File: src/rtl/dmem_port_arbiter_pkg.sv
// Shared types and constants for the data-memory port arbiter.
package dmem_port_arbiter_pkg;

   typedef enum logic [1:0] {IDLE, ISSUE, WAIT} arb_state_t;

   typedef enum logic {OWN_IF = 1'b0, OWN_LS = 1'b1} owner_t;

   // Memory size codes; SZ_LOAD doubles as "read" on the memory side
   localparam logic [1:0] SZ_LOAD = 2'b00;
   localparam logic [1:0] SZ_BYTE = 2'b01;
   localparam logic [1:0] SZ_HALF = 2'b10;
   localparam logic [1:0] SZ_WORD = 2'b11;

   // Wide enough for RD_LAT-1 with RD_LAT up to 7
   localparam int CNT_W = 3;

   // Captured transaction, held on the memory port for the ISSUE cycle
   typedef struct packed {
      logic        ce;
      logic        we;
      logic [1:0]  size;
      logic [31:0] addr;
      logic [31:0] wdata;
   } mem_req_t;

endpackage

File: src/rtl/dmem_port_arbiter_if.sv
// Requester and memory-side bus of the data-memory port arbiter.
interface dmem_port_arbiter_if;

   // fetch requester
   logic        if_req;
   logic [31:0] if_addr;
   logic        if_gnt;
   logic        if_rvalid;
   logic [31:0] if_rdata;

   // load/store requester
   logic        ls_req;
   logic        ls_we;
   logic [1:0]  ls_size;
   logic [31:0] ls_addr;
   logic [31:0] ls_wdata;
   logic        ls_gnt;
   logic        ls_rvalid;
   logic [31:0] ls_rdata;

   // memory port
   logic        mem_ce;
   logic        mem_we;
   logic [1:0]  mem_size;
   logic [31:0] mem_addr;
   logic [31:0] mem_wdata;
   logic [31:0] mem_rdata;

   logic        busy;

   // arbiter side
   modport slave (
      input  if_req, if_addr, ls_req, ls_we, ls_size, ls_addr, ls_wdata, mem_rdata,
      output if_gnt, if_rvalid, if_rdata, ls_gnt, ls_rvalid, ls_rdata,
      output mem_ce, mem_we, mem_size, mem_addr, mem_wdata, busy
   );

   // requester/memory side
   modport master (
      output if_req, if_addr, ls_req, ls_we, ls_size, ls_addr, ls_wdata, mem_rdata,
      input  if_gnt, if_rvalid, if_rdata, ls_gnt, ls_rvalid, ls_rdata,
      input  mem_ce, mem_we, mem_size, mem_addr, mem_wdata, busy
   );

endinterface

File: src/rtl/dmem_port_arbiter_rr_arbiter2.sv
// Two-input round-robin grant; bit 0 = fetch, bit 1 = load/store.
module rr_arbiter2
   import dmem_port_arbiter_pkg::*;
(
   input  logic       clk,
   input  logic       reset,
   input  logic [1:0] req,
   input  logic       advance,
   output logic [1:0] gnt
);

   owner_t last_owner_q, last_owner_d;

   // A lone requester wins; on a tie the port not served last wins
   always_comb begin
      gnt = req;
      if (req == 2'b11) begin
         gnt = (last_owner_q == OWN_LS) ? 2'b01 : 2'b10;
      end
   end

   // Remember who was served, only when a grant is actually taken
   always_comb begin
      last_owner_d = last_owner_q;
      if (advance && (gnt != 2'b00)) begin
         last_owner_d = gnt[1] ? OWN_LS : OWN_IF;
      end
   end

   // Starts as if LS went last, so the first tie goes to fetch
   always_ff @(posedge clk) begin
      if (reset) begin
         last_owner_q <= OWN_LS;
      end else begin
         last_owner_q <= last_owner_d;
      end
   end

endmodule

File: src/rtl/dmem_port_arbiter.sv
// Shares one data-memory port between instruction fetch and the load/store
// unit: one transaction at a time, one issue cycle, fixed read latency.
module dmem_port_arbiter
   import dmem_port_arbiter_pkg::*;
#(
   parameter int unsigned RD_LAT = 1   // issue cycle to mem_rdata valid, 1..7
) (
   input  logic               clk,
   input  logic               reset,
   dmem_port_arbiter_if.slave bus
);

   arb_state_t       state_q, state_d;
   owner_t           owner_q, owner_d;
   logic [CNT_W-1:0] cnt_q, cnt_d;
   mem_req_t         mem_q, mem_d;

   logic       idle;
   logic       ls_store;
   logic       rsp_fire;
   logic       if_rv, ls_rv;
   logic [1:0] arb_req, arb_gnt;

   // Grants only come out of IDLE; reset suppresses them in the same cycle
   assign idle    = (state_q == IDLE) && !reset;
   assign arb_req = idle ? {bus.ls_req, bus.if_req} : 2'b00;

   // A store with size 00 is not a store; it goes out as a load
   assign ls_store = bus.ls_we && (bus.ls_size != SZ_LOAD);

   rr_arbiter2 u_rr (
      .clk     (clk),
      .reset   (reset),
      .req     (arb_req),
      .advance (idle),
      .gnt     (arb_gnt)
   );

   // Capture the winner in IDLE, drive the port for one ISSUE cycle,
   // then count the read latency down in WAIT
   always_comb begin
      state_d = state_q;
      owner_d = owner_q;
      cnt_d   = cnt_q;
      mem_d   = '0;
      case (state_q)
         IDLE: begin
            if (arb_gnt[1]) begin
               state_d     = ISSUE;
               owner_d     = OWN_LS;
               mem_d.ce    = 1'b1;
               mem_d.we    = ls_store;
               mem_d.size  = ls_store ? bus.ls_size : SZ_LOAD;
               mem_d.addr  = bus.ls_addr;
               mem_d.wdata = ls_store ? bus.ls_wdata : '0;
            end else if (arb_gnt[0]) begin
               state_d     = ISSUE;
               owner_d     = OWN_IF;
               mem_d.ce    = 1'b1;
               mem_d.we    = 1'b0;
               mem_d.size  = SZ_WORD;
               mem_d.addr  = bus.if_addr;
               mem_d.wdata = '0;
            end
         end
         ISSUE: begin
            if (mem_q.we) begin
               state_d = IDLE;
            end else begin
               state_d = WAIT;
               cnt_d   = CNT_W'(RD_LAT - 1);
            end
         end
         WAIT: begin
            if (cnt_q == '0) begin
               state_d = IDLE;
            end else begin
               cnt_d = cnt_q - 1'b1;
            end
         end
         default: state_d = IDLE;
      endcase
   end

   // State and captured transaction; mem_q is nonzero only during ISSUE
   always_ff @(posedge clk) begin
      if (reset) begin
         state_q <= IDLE;
         owner_q <= OWN_IF;
         cnt_q   <= '0;
         mem_q   <= '0;
      end else begin
         state_q <= state_d;
         owner_q <= owner_d;
         cnt_q   <= cnt_d;
         mem_q   <= mem_d;
      end
   end

   // Read data is a pass-through in the last WAIT cycle, dropped under reset
   assign rsp_fire = (state_q == WAIT) && (cnt_q == '0) && !reset;
   assign if_rv    = rsp_fire && (owner_q == OWN_IF);
   assign ls_rv    = rsp_fire && (owner_q == OWN_LS);

   assign bus.if_gnt    = arb_gnt[0];
   assign bus.ls_gnt    = arb_gnt[1];
   assign bus.if_rvalid = if_rv;
   assign bus.ls_rvalid = ls_rv;
   assign bus.if_rdata  = if_rv ? bus.mem_rdata : '0;
   assign bus.ls_rdata  = ls_rv ? bus.mem_rdata : '0;

   assign bus.mem_ce    = mem_q.ce;
   assign bus.mem_we    = mem_q.we;
   assign bus.mem_size  = mem_q.size;
   assign bus.mem_addr  = mem_q.addr;
   assign bus.mem_wdata = mem_q.wdata;
   assign bus.busy      = (state_q != IDLE);

endmodule

File: src/flat_wrapper.sv
// flat-port wrapper written by rule: the top's interface ports become plain ports
module dmem_port_arbiter_flat import dmem_port_arbiter_pkg::*;
#(
   parameter int unsigned RD_LAT = 1                                          
)
  (clk, reset, bus_if_req, bus_if_addr, bus_ls_req, bus_ls_we, bus_ls_size, bus_ls_addr, bus_ls_wdata, bus_mem_rdata, bus_if_gnt, bus_if_rvalid, bus_if_rdata, bus_ls_gnt, bus_ls_rvalid, bus_ls_rdata, bus_mem_ce, bus_mem_we, bus_mem_size, bus_mem_addr, bus_mem_wdata, bus_busy);
  dmem_port_arbiter_if bus_i ();
  input  logic clk;
  input  logic reset;
  input wire logic [$bits(bus_i.if_req)-1:0] bus_if_req;
  input wire logic [$bits(bus_i.if_addr)-1:0] bus_if_addr;
  input wire logic [$bits(bus_i.ls_req)-1:0] bus_ls_req;
  input wire logic [$bits(bus_i.ls_we)-1:0] bus_ls_we;
  input wire logic [$bits(bus_i.ls_size)-1:0] bus_ls_size;
  input wire logic [$bits(bus_i.ls_addr)-1:0] bus_ls_addr;
  input wire logic [$bits(bus_i.ls_wdata)-1:0] bus_ls_wdata;
  input wire logic [$bits(bus_i.mem_rdata)-1:0] bus_mem_rdata;
  output wire logic [$bits(bus_i.if_gnt)-1:0] bus_if_gnt;
  output wire logic [$bits(bus_i.if_rvalid)-1:0] bus_if_rvalid;
  output wire logic [$bits(bus_i.if_rdata)-1:0] bus_if_rdata;
  output wire logic [$bits(bus_i.ls_gnt)-1:0] bus_ls_gnt;
  output wire logic [$bits(bus_i.ls_rvalid)-1:0] bus_ls_rvalid;
  output wire logic [$bits(bus_i.ls_rdata)-1:0] bus_ls_rdata;
  output wire logic [$bits(bus_i.mem_ce)-1:0] bus_mem_ce;
  output wire logic [$bits(bus_i.mem_we)-1:0] bus_mem_we;
  output wire logic [$bits(bus_i.mem_size)-1:0] bus_mem_size;
  output wire logic [$bits(bus_i.mem_addr)-1:0] bus_mem_addr;
  output wire logic [$bits(bus_i.mem_wdata)-1:0] bus_mem_wdata;
  output wire logic [$bits(bus_i.busy)-1:0] bus_busy;
  assign bus_i.if_req = bus_if_req;
  assign bus_i.if_addr = bus_if_addr;
  assign bus_i.ls_req = bus_ls_req;
  assign bus_i.ls_we = bus_ls_we;
  assign bus_i.ls_size = bus_ls_size;
  assign bus_i.ls_addr = bus_ls_addr;
  assign bus_i.ls_wdata = bus_ls_wdata;
  assign bus_i.mem_rdata = bus_mem_rdata;
  assign bus_if_gnt = bus_i.if_gnt;
  assign bus_if_rvalid = bus_i.if_rvalid;
  assign bus_if_rdata = bus_i.if_rdata;
  assign bus_ls_gnt = bus_i.ls_gnt;
  assign bus_ls_rvalid = bus_i.ls_rvalid;
  assign bus_ls_rdata = bus_i.ls_rdata;
  assign bus_mem_ce = bus_i.mem_ce;
  assign bus_mem_we = bus_i.mem_we;
  assign bus_mem_size = bus_i.mem_size;
  assign bus_mem_addr = bus_i.mem_addr;
  assign bus_mem_wdata = bus_i.mem_wdata;
  assign bus_busy = bus_i.busy;
  dmem_port_arbiter #(.RD_LAT(RD_LAT)) u_core (.clk(clk), .reset(reset), .bus(bus_i));
endmodule
File: config.mk
export PLATFORM = sky130hd
export DESIGN_NAME = dmem_port_arbiter_flat
export DESIGN_NICKNAME = d
export VERILOG_FILES = /design/src/rtl/dmem_port_arbiter_pkg.sv /design/src/rtl/dmem_port_arbiter_if.sv /design/src/rtl/dmem_port_arbiter_rr_arbiter2.sv /design/src/rtl/dmem_port_arbiter.sv /design/src/flat_wrapper.sv
export SDC_FILE = /design/constraint.sdc
export NUM_CORES = 1
export LEC_CHECK = 0
export ABC_AREA = 1
export CORE_UTILIZATION = 28
export DETAILED_ROUTE_END_ITERATION = 12
export GPL_TIMING_DRIVEN = 0
export PLACE_DENSITY = 0.87
export SYNTH_ARGS = -nofsm -noshare
export SYNTH_HDL_FRONTEND = slang
export SYNTH_HIERARCHICAL = 1
export SYNTH_SLANG_ARGS = --single-unit
File: constraint.sdc
create_clock -name clk -period 2.1 [get_ports clk]
set_input_delay 0.42 -clock clk [delete_from_list [all_inputs] [get_ports clk]]
set_output_delay 0.42 -clock clk [all_outputs]
set_load 0.02 [all_outputs]
==> results.md <==
* Core area at 0.01046 mm^2
* FP Rows at 37
* RSZ-0062 raised after global routing: true
* Cell Pwr Density at 523.3 mW/mm^2
* Crit Path Class: reg -> out
* Die area at 0.01131 mm^2
* Port-buffer cells at 271
* Fin. max-slew vios at 0
* Final Hold Viols at 0
* Leakage at 0.002774 uW
* WP buf/inv at 4
* Final hold slack at 0.4268 ns
* Failing checks: negative setup slack
* Syn Nets at 524
* CP max FO at 10
* Final nets at 821
* Clock Tree Root: clkbuf_8
* Post-synth top area share at 49.24%
* Async S/R FF share, synth at 0%
* Most frequent cells after synthesis: nand2_1, dfxtp_1, nor2_1
* Placer's final routability congestion estimate at 0.8741
* DP Worst Slack at -0.9309 ns
* Slowest CP cell: dfxtp_2
* Die width at 106.4 um
* Flop-to-flop setup slack at 0.27 ns
* Routed wire length at 13,270 um
* Post-CTS Hold Buffers at 0
* CP peak stage delay at 0.33 ns
* Worst r2r src: u_core/state_q[0]
* Number of synthesized flops with an enable pin at 0
* Routed len/inst at 16.08 um
* Post-DP HPWL at 9705 um
* Worst r2r path cells at 10
* Area leader, netlist: dfxtp_1
* CTS Buffer Depth at 2
* Startpoint types: flop
* VDD IR max at 0.4032 mV
* Vias in the first global route at 3,851
* Worst-Skew Late Latency at 0.35 ns
* Crit-path cells: inv_2 > ha_4 > ha_4 > nand4_1 > buf_6 > buf_6 > nor2_1 > buf_4
* Crit path required time at 1.68 ns
* Clock sink count at 75
* 1st-iter DRT viols at 147
* P&R area growth vs syn at 127.9%
* DRT antenna net count at 0
* Via count at 3,725
* Yosys reg bits at 75
* Max-slew headroom at 76.89%
* Synth top area cells: dfxtp_1, nand2_1, nor2_1
* CTS tree: yes
* Post-DP Area at 0.005941 mm^2
* Synth warn at 6
* Overflow left after global routing at 0
* Worst Hold Path Cells at 1
* Worst Skew at 0.007762 ns
* First-pass GRT wire length at 18,340 um
* Maximum clock frequency at 0.4672 GHz
* DR DRC count at 0
* Worst-Margin Slew at 0.3443 ns
* Min-delay src: u_core/cnt_q[0]
* Crit path capture type: primary output
* Share of post-route cells with drive strength above 1 at 33.58%
* Min-Delay Path Class: reg -> reg
* H-tree level count at 3
* # setup viols final at 20
* DRT Pass-1 Iters at 4
* Avg Cell Area, Syn at 7.879 um^2
* Crit path DAT at 1.72 ns
* Most common cell in the synthesized netlist: nand2_1
* DIE HEIGHT at 106.4 um
* Post-synthesis cell type count at 25
* Hold endpoint: u_core/cnt_q[0]
* Synth Flop Type: dfxtp_1
* Period minus WS final at 2.140 ns
* Setup ws final at -0.04024 ns
* Largest net degree at the start of global routing at 14
* Post-Layout Inst Area at 0.006950 mm^2
* # IOs at 272
* CP delay by family, top: buffers and inverters
* Initial antenna violation count at 1
* Register area share after synthesis at 49.24%
* Number of max-cap violations at 0
* Reg-to-reg endpoint: u_core/bus.mem_wdata[9]
* Initial core utilization at 29.14%
* Cell count after synthesis at 387
* Final Cycle Share at 101.9%
* Total CTS buffers at 9
* Status: complete, but fails checks
* Synthesized area at 0.003049 mm^2
* Total GRT Usage at 21.23%
* Vias per Instance at 4.515
* Clk slew on worst S/H paths at 0.07 ns
==> power breakdown <==
group | total [uW] | internal, uW | switching, uW | leakage, uW
logic | 931 | 487 | 444 | 0.00206
clock network | 1210 | 666 | 539 | 0.000109
registers | 1500 | 1480 | 20.1 | 0.000610
total | 3640 | 2630 | 1000 | 0.00277
==> layout by cell type (no fill, tap or decap), drive strengths merged <==
cell type,n
a21boi,1
a21oi,38
and2,1
buf,101
bufinv,2
clkbuf,14
clkdlybuf4s50,202
clkinv,4
dfxtp,75
diode,1
dlygate4sd2,1
ha,2
inv,52
nand2,78
nand3,6
nand4,2
nor2,73
nor3,1
nor3b,32
o21ai,3
==> metal layers <==
metal / GRT usage, % / vias to the layer above / share of wire (%)
met1: 16.77 / 1738 / 31
met4: 9.722 / 0 / 2.9
met3: 8.093 / 20 / 9.4
met5: 0 / - / 0
met2: 44.11 / 188 / 57
li1: - / 1779 / -
==> registers in the layout (all words and copies together), names as in the netlist <==
| register | cells |
|---|---|
| u_core/bus.mem_addr | 32 |
| u_core/bus.mem_we | 1 |
| u_core/cnt_q | 3 |
| u_core/bus.mem_wdata | 32 |
| u_core/state_q | 2 |
| u_core/bus.mem_ce | 1 |
| u_core/owner_q | 1 |
| u_core/bus.mem_size | 2 |
| u_core/u_rr/last_owner_q | 1 |
==> repair_timing <==
item                       in CTS  in global routing
resized for setup             356                226
setup endpoints to repair     138                132
cloned                          3                  1
buffers inserted               10                  3
pin swaps                       6                  7
==> kinds of logic after synthesis <==
family                     after synthesis  synth area share (%)
adders and majority gates                2                0.8205
and+or+nand+nor                        193                 28.81
buffers and inverters                   75                 10.83
AOI/OAI and AO/OA                       42                 10.30
DFF                                     75                 49.24
==> metrics by stage <==
step / total power [uW] / TNS (ns) / std cells / util (%)
CTS: 3593 / -0.001012 / 821 / 58.72
global route: 3802 / -4.736 / 825 / 66.43
finish: 3637 / -0.3312 / 825 / 66.43
floorplan: 1873 / -1.532 / 387 / -
global placement: 2311 / -93.51 / 794 / 56.78
detailed placement: 2331 / -99.70 / 794 / 56.78
==> worst max-delay path by stage <==
stage                            from  slack (ns)  cells after the start                       to
finish                u_core/cnt_q[0]       -0.04                      8         bus_ls_rdata[29]
global route          u_core/cnt_q[0]       -0.16                      8         bus_ls_rdata[29]
CTS                   u_core/cnt_q[0]      -0.001                      8          bus_ls_rdata[5]
detailed placement              reset       -0.93                      8               bus_ls_gnt
global placement                reset       -0.89                      8               bus_ls_gnt
floorplan           u_core/state_q[1]       -0.04                     13  u_core/bus.mem_addr[21]
==> layout make-up <==
type / count / area (um^2)
Multi-Input combinational cell: 237 / 1717
Clock inverter: 6 / 91.34
Timing Repair Buffer: 288 / 2929
Tap cell: 136 / 170.2
Antenna cell: 1 / 2.502
Clock buffer: 9 / 123.9
Inverter: 52 / 202.7
Buffer: 21 / 209.0
Fill cell: 807 / 3512
Sequential cell: 75 / 1505
(Power assumes the default switching activity.)
==> RTL edit 1: new RTL, config.mk and constraints unchanged <==
Set the package constant `CNT_W` to 6 (it was 3).
--- a/src/rtl/dmem_port_arbiter_pkg.sv
+++ b/src/rtl/dmem_port_arbiter_pkg.sv
@@ -12,7 +12,7 @@
    localparam logic [1:0] SZ_WORD = 2'b11;
 
    // Wide enough for RD_LAT-1 with RD_LAT up to 7
-   localparam int CNT_W = 3;
+   localparam int CNT_W = 6;
 
    // Captured transaction, held on the memory port for the ISSUE cycle
    typedef struct packed {
Formal check against the unedited RTL: no difference found for any inputs over 10 cycles, from zero or initial values and one cycle with reset high; that may be too few to reach the edited logic, so the function may still have changed.
==> RTL edit 1 against the original RTL <==
The run still ends with negative setup slack left; sequential cell count grew 3; area after synthesis up 2.1%; power grew 0.20%; worst setup slack worse by 0.12 ns; wire length decreased by 6.4%; clock skew is 0.0027 ns higher; highest routed layer unchanged; final area shrank 6.0%; global-route usage fell by 0.48 points; cell count is 5.9% higher; critical path type unchanged.
==> RTL edit 1: results (changes against the original RTL) <==
* Status: complete, but fails checks
* Failing checks: negative setup slack
* Crit path buf inv count at 5 (+1)
* Top cells by count, synth: 105 x nor2_1, 81 x inv_1, 79 x nand2_1, 78 x dfxtp_1, 42 x a21oi_1
* Final setup viols at 60 (+200%)
* Non-Filler Instances at 874 (+5.9%)
* Placed wire-length estimate at 9.62 mm (-0.83%)
* Syn_nets at 570 (+8.8%)
* Leak Pwr at 2.95 nW (+6.1%)
* Synth area leaders: dfxtp_1 50%, nor2_1 13%, inv_1 9.8%, nand2_1 9.5%, a21oi_1 6.7%
* Metal3 WL at 1.01 mm (-19%)
* Detailed Routing Iterations Pass 1 at 6 (+2)
* First-pass GRT wire length at 17.8 mm (-3.0%)
* Largest net degree at the start of global routing at 15 (+1)
* Global Route met1 Usage at 19.0% (+2.2 points)
* Mapped Area at 3110 um^2 (+2.1%)
* Slew HR at 71.5% (-5.4 points)
* Combinational power share at 24.8% (-0.8 points)
* Post-route setup slack at -0.156 ns (-0.116 ns)
* Gate Count Post-Synth at 434 (+12%)
* Vias at 3711 (-0.38%)
* Internal power at 2.61 mW (-1.0%)
* Clk. pwr at 1.16 mW (-4%)
* Clock skew at 0.0105 ns (+0.00269 ns)
* Vias in the first global route at 3590 (-6.8%)
* Worst setup endpoint: bus_if_rdata[14]
* GRT met3 Usage at 6.42% (-1.7 points)
* Initial drt markers at 198 (+35%)
* Met1 wire length at 4.10 mm (+0.15%)
* WL/cell at 14.2 um (-12%)
* Worst vdd ir at 0.000435 V (+8.0%)
* Pre-CTS WS at -1.09 ns (-0.164 ns)
* M2 GR Usage at 40.6% (-3.6 points)
* Worst hold margin at 0.440 ns (+0.0133 ns)
* Worst reg-to-reg setup slack at 0.22 ns (-0.05 ns)
-- RTL edit 1: cell count changes in the layout (fill, tap and decap cells not counted), moves of 4 or more --
cell	change
nor2_1	+54
buf_6	-35
inv_1	+32
a21oi_1	+30
buf_4	+29
nor2_4	-29
a21oi_2	-26
nor3b_1	-26
nor2_2	+12
nor3b_2	-6
nand2_1	+4
-- RTL edit 1: area by class of cell --
class	count	area, um^2
diodes	1	2.50
plain buffers	18	164
clock buffers	10	138
clock inverters	6	68.8
fillers	912	4310
inverters	85	324
multi-input cells	252	1350
flip-flops and latches	78	1570
well taps	140	175
repair buffers	284	2750
-- RTL edit 1: cell families after synthesis --
group	count (synthesis)	share of synthesized area [%]
adders and majority gates	1	0.402
and+or+nand+nor	205	27.5
DFF	78	50.1
buffers and inverters	104	14.4
AOI/OAI and AO/OA	46	7.55
==> RTL edit 2: new RTL, same flow settings <==
Made on the original files. Make the reset (`reset`) asynchronous in 2 clocked blocks.
--- a/src/rtl/dmem_port_arbiter_rr_arbiter2.sv
+++ b/src/rtl/dmem_port_arbiter_rr_arbiter2.sv
@@ -28,7 +28,7 @@
    end
 
    // Starts as if LS went last, so the first tie goes to fetch
-   always_ff @(posedge clk) begin
+   always_ff @(posedge clk or posedge reset) begin
       if (reset) begin
          last_owner_q <= OWN_LS;
       end else begin
--- a/src/rtl/dmem_port_arbiter.sv
+++ b/src/rtl/dmem_port_arbiter.sv
@@ -83,7 +83,7 @@
    end
 
    // State and captured transaction; mem_q is nonzero only during ISSUE
-   always_ff @(posedge clk) begin
+   always_ff @(posedge clk or posedge reset) begin
       if (reset) begin
          state_q <= IDLE;
          owner_q <= OWN_IF;
Behaviour: differs if reset is asserted again (counterexample within 4 cycles, from zero or initial values and one cycle with reset high); with reset held inactive, the same outputs for 10 cycles.
==> RTL edit 2 against the original RTL <==
The flow still finishes with violations (negative setup slack); via count up 0.30%; critical path depth increased by 2; worst setup slack worse by 0.20 ns; area after synthesis up 8.8%; sequential share of layout area rose by 4.9 points; sequential cell count unchanged; critical endpoint is now bus_ls_rdata[3]; final area is 1.7% higher; count of clock-buffer cells in the layout rose by 1; cell count rose by 4.0%; utilization down 4.8 points; wire length shrank 7.4%; register-to-register slack got worse by 0.02 ns; die area up 8.7%.
Power is not compared: it rests on default switching activity, and its combinational part moved more than twofold at a synthesized area within 25%.
==> RTL edit 2: results (changes against the original RTL) <==
* Sequential share of cell area at 26.6% (+4.9 points)
* Number of diodes at 0 (-1)
* Reg-to-Reg Start: u_core/state_q[1]
* Fraction of registers with async set/reset at 100% (+100 points)
* Worst path slowest cell: dfrtp_1
* Final setup viols at 66 (+230%)
* Total global routing track utilization at 19.4% (-1.8 points)
* Placed Cells at 824 (+3.8%)
* Post-DP Area at 6280 um^2 (+5.8%)
* Data buffer area share at 42.8% (-2.4 points)
* Signal buffers at 307 (-0.65%)
* Share of layout cells above drive strength 1 at 26.3% (-7.3 points)
* Multi-input combinational area share at 18.9% (-5.8 points)
* Placed wire-length estimate at 9.13 mm (-6.0%)
* Status: complete, but fails checks
* Clock Root Buffer: clkbuf_16
* Hold crit path type: in -> async
* Post-route setup slack at -0.244 ns (-0.204 ns)
* Slowest stage delay, CP at 0.38 ns (+0.05 ns)
* TNS Setup at -9.67 ns (-9.33 ns)
* Post-layout util at 61.7% (-4.8 points)
* # port buffers at 271 (unchanged)
* Synth area leaders: dfrtp_1 56%, nor2_1 12%, inv_1 9.0%, nand2_1 8.6%, nand3_1 5.7%
* Failing checks: negative setup slack
* Clock skew at 0.00730 ns (-0.000458 ns)
* Post-synth top flop: dfrtp_1
* ClkCell Share at 4.62% (+1.5 points)
* Sequential area share after synthesis at 56.6% (+7.4 points)
* Clk_lat worst skew at 0.33 ns (-0.02 ns)
* Initial drt markers at 170 (+16%)
* Logic inverters at 83 (+60%)
* WL/cell at 14.3 um (-11%)
* Flop pwr share at ~29%
* Setup repair bufs after CTS at 13 (+3)
* Clk_buf instances at 10 (+1)
* CTS HTree Levels at 3 (unchanged)
* Number of unique standard cell types used by synthesis at 21 (-16%)
* Initial antenna violation count at 0 (-1)
* Largest net degree at the start of global routing at 21 (+7)
* Multi-In Gates at 234 (-1.3%)
* Post-CTS Resized at 409 (+15%)
* Pre-CTS WS at -1.74 ns (-0.809 ns)
* Final GP Congestion at 0.812 (-7.1%)
* Critical path startpoint: u_core/cnt_q[0]
* First-pass GRT wire length at 18.7 mm (+1.9%)
* Worst hold margin at 0.156 ns (-0.270 ns)
* Top cells by count, synth: 102 x nor2_1, 80 x inv_1, 76 x nand2_1, 74 x dfrtp_1, 38 x nand3_1
* Worst-path clk slew at 0.05 ns (-0.02 ns)
* Slew HR at 41.0% (-36 points)
* Pwr Total at about 6.3 mW
* Mapped Area at 3320 um^2 (+8.8%)
* Fillers at 916 (+14%)
* Avg Inst Size Synth at 8.11 um^2 (+3.0%)
* Via-per-instance ratio at 4.35 (-3.6%)
* Syn_nets at 546 (+4.2%)
* Vias at 3736 (+0.30%)
* Vias in the first global route at 3772 (-2.1%)
* Fin nets at 847 (+3.2%)
-- RTL edit 2: changes by cell type after synthesis, sizes merged, moves of 31 or more --
cell   delta
dfxtp    -75
a21oi    -36
nand3    +34
nor3b    -32
dfrtp    +74
nor2     +31
-- RTL edit 2: cell families after synthesis --
family / synth area share (%)
buffers and inverters: 13.5
and+or+nand+nor: 28.1
adders and majority gates: 0.754
DFF: 56.6
AOI/OAI and AO/OA: 1.06
-- RTL edit 2: layer usage --
metal	share of wire, %	GRT usage (%)	wire, um
met1	33	18.5	4080
met2	55	37.8	6800
met3	9.4	6.40	1160
met4	1.9	8.00	236
met5	0	0	0
-- RTL edit 2: path summary, 6_finish.rpt --
path	end	cells after the start
worst max-delay path	bus_ls_rdata[3]	10
worst min-delay path	u_core/u_rr/last_owner_q	2
worst max register to register	u_core/bus.mem_addr[1]	8
worst min register to register	u_core/u_rr/last_owner_q	2
max in group asynchronous	u_core/bus.mem_wdata[12]	2
min in group clk	u_core/u_rr/last_owner_q	4
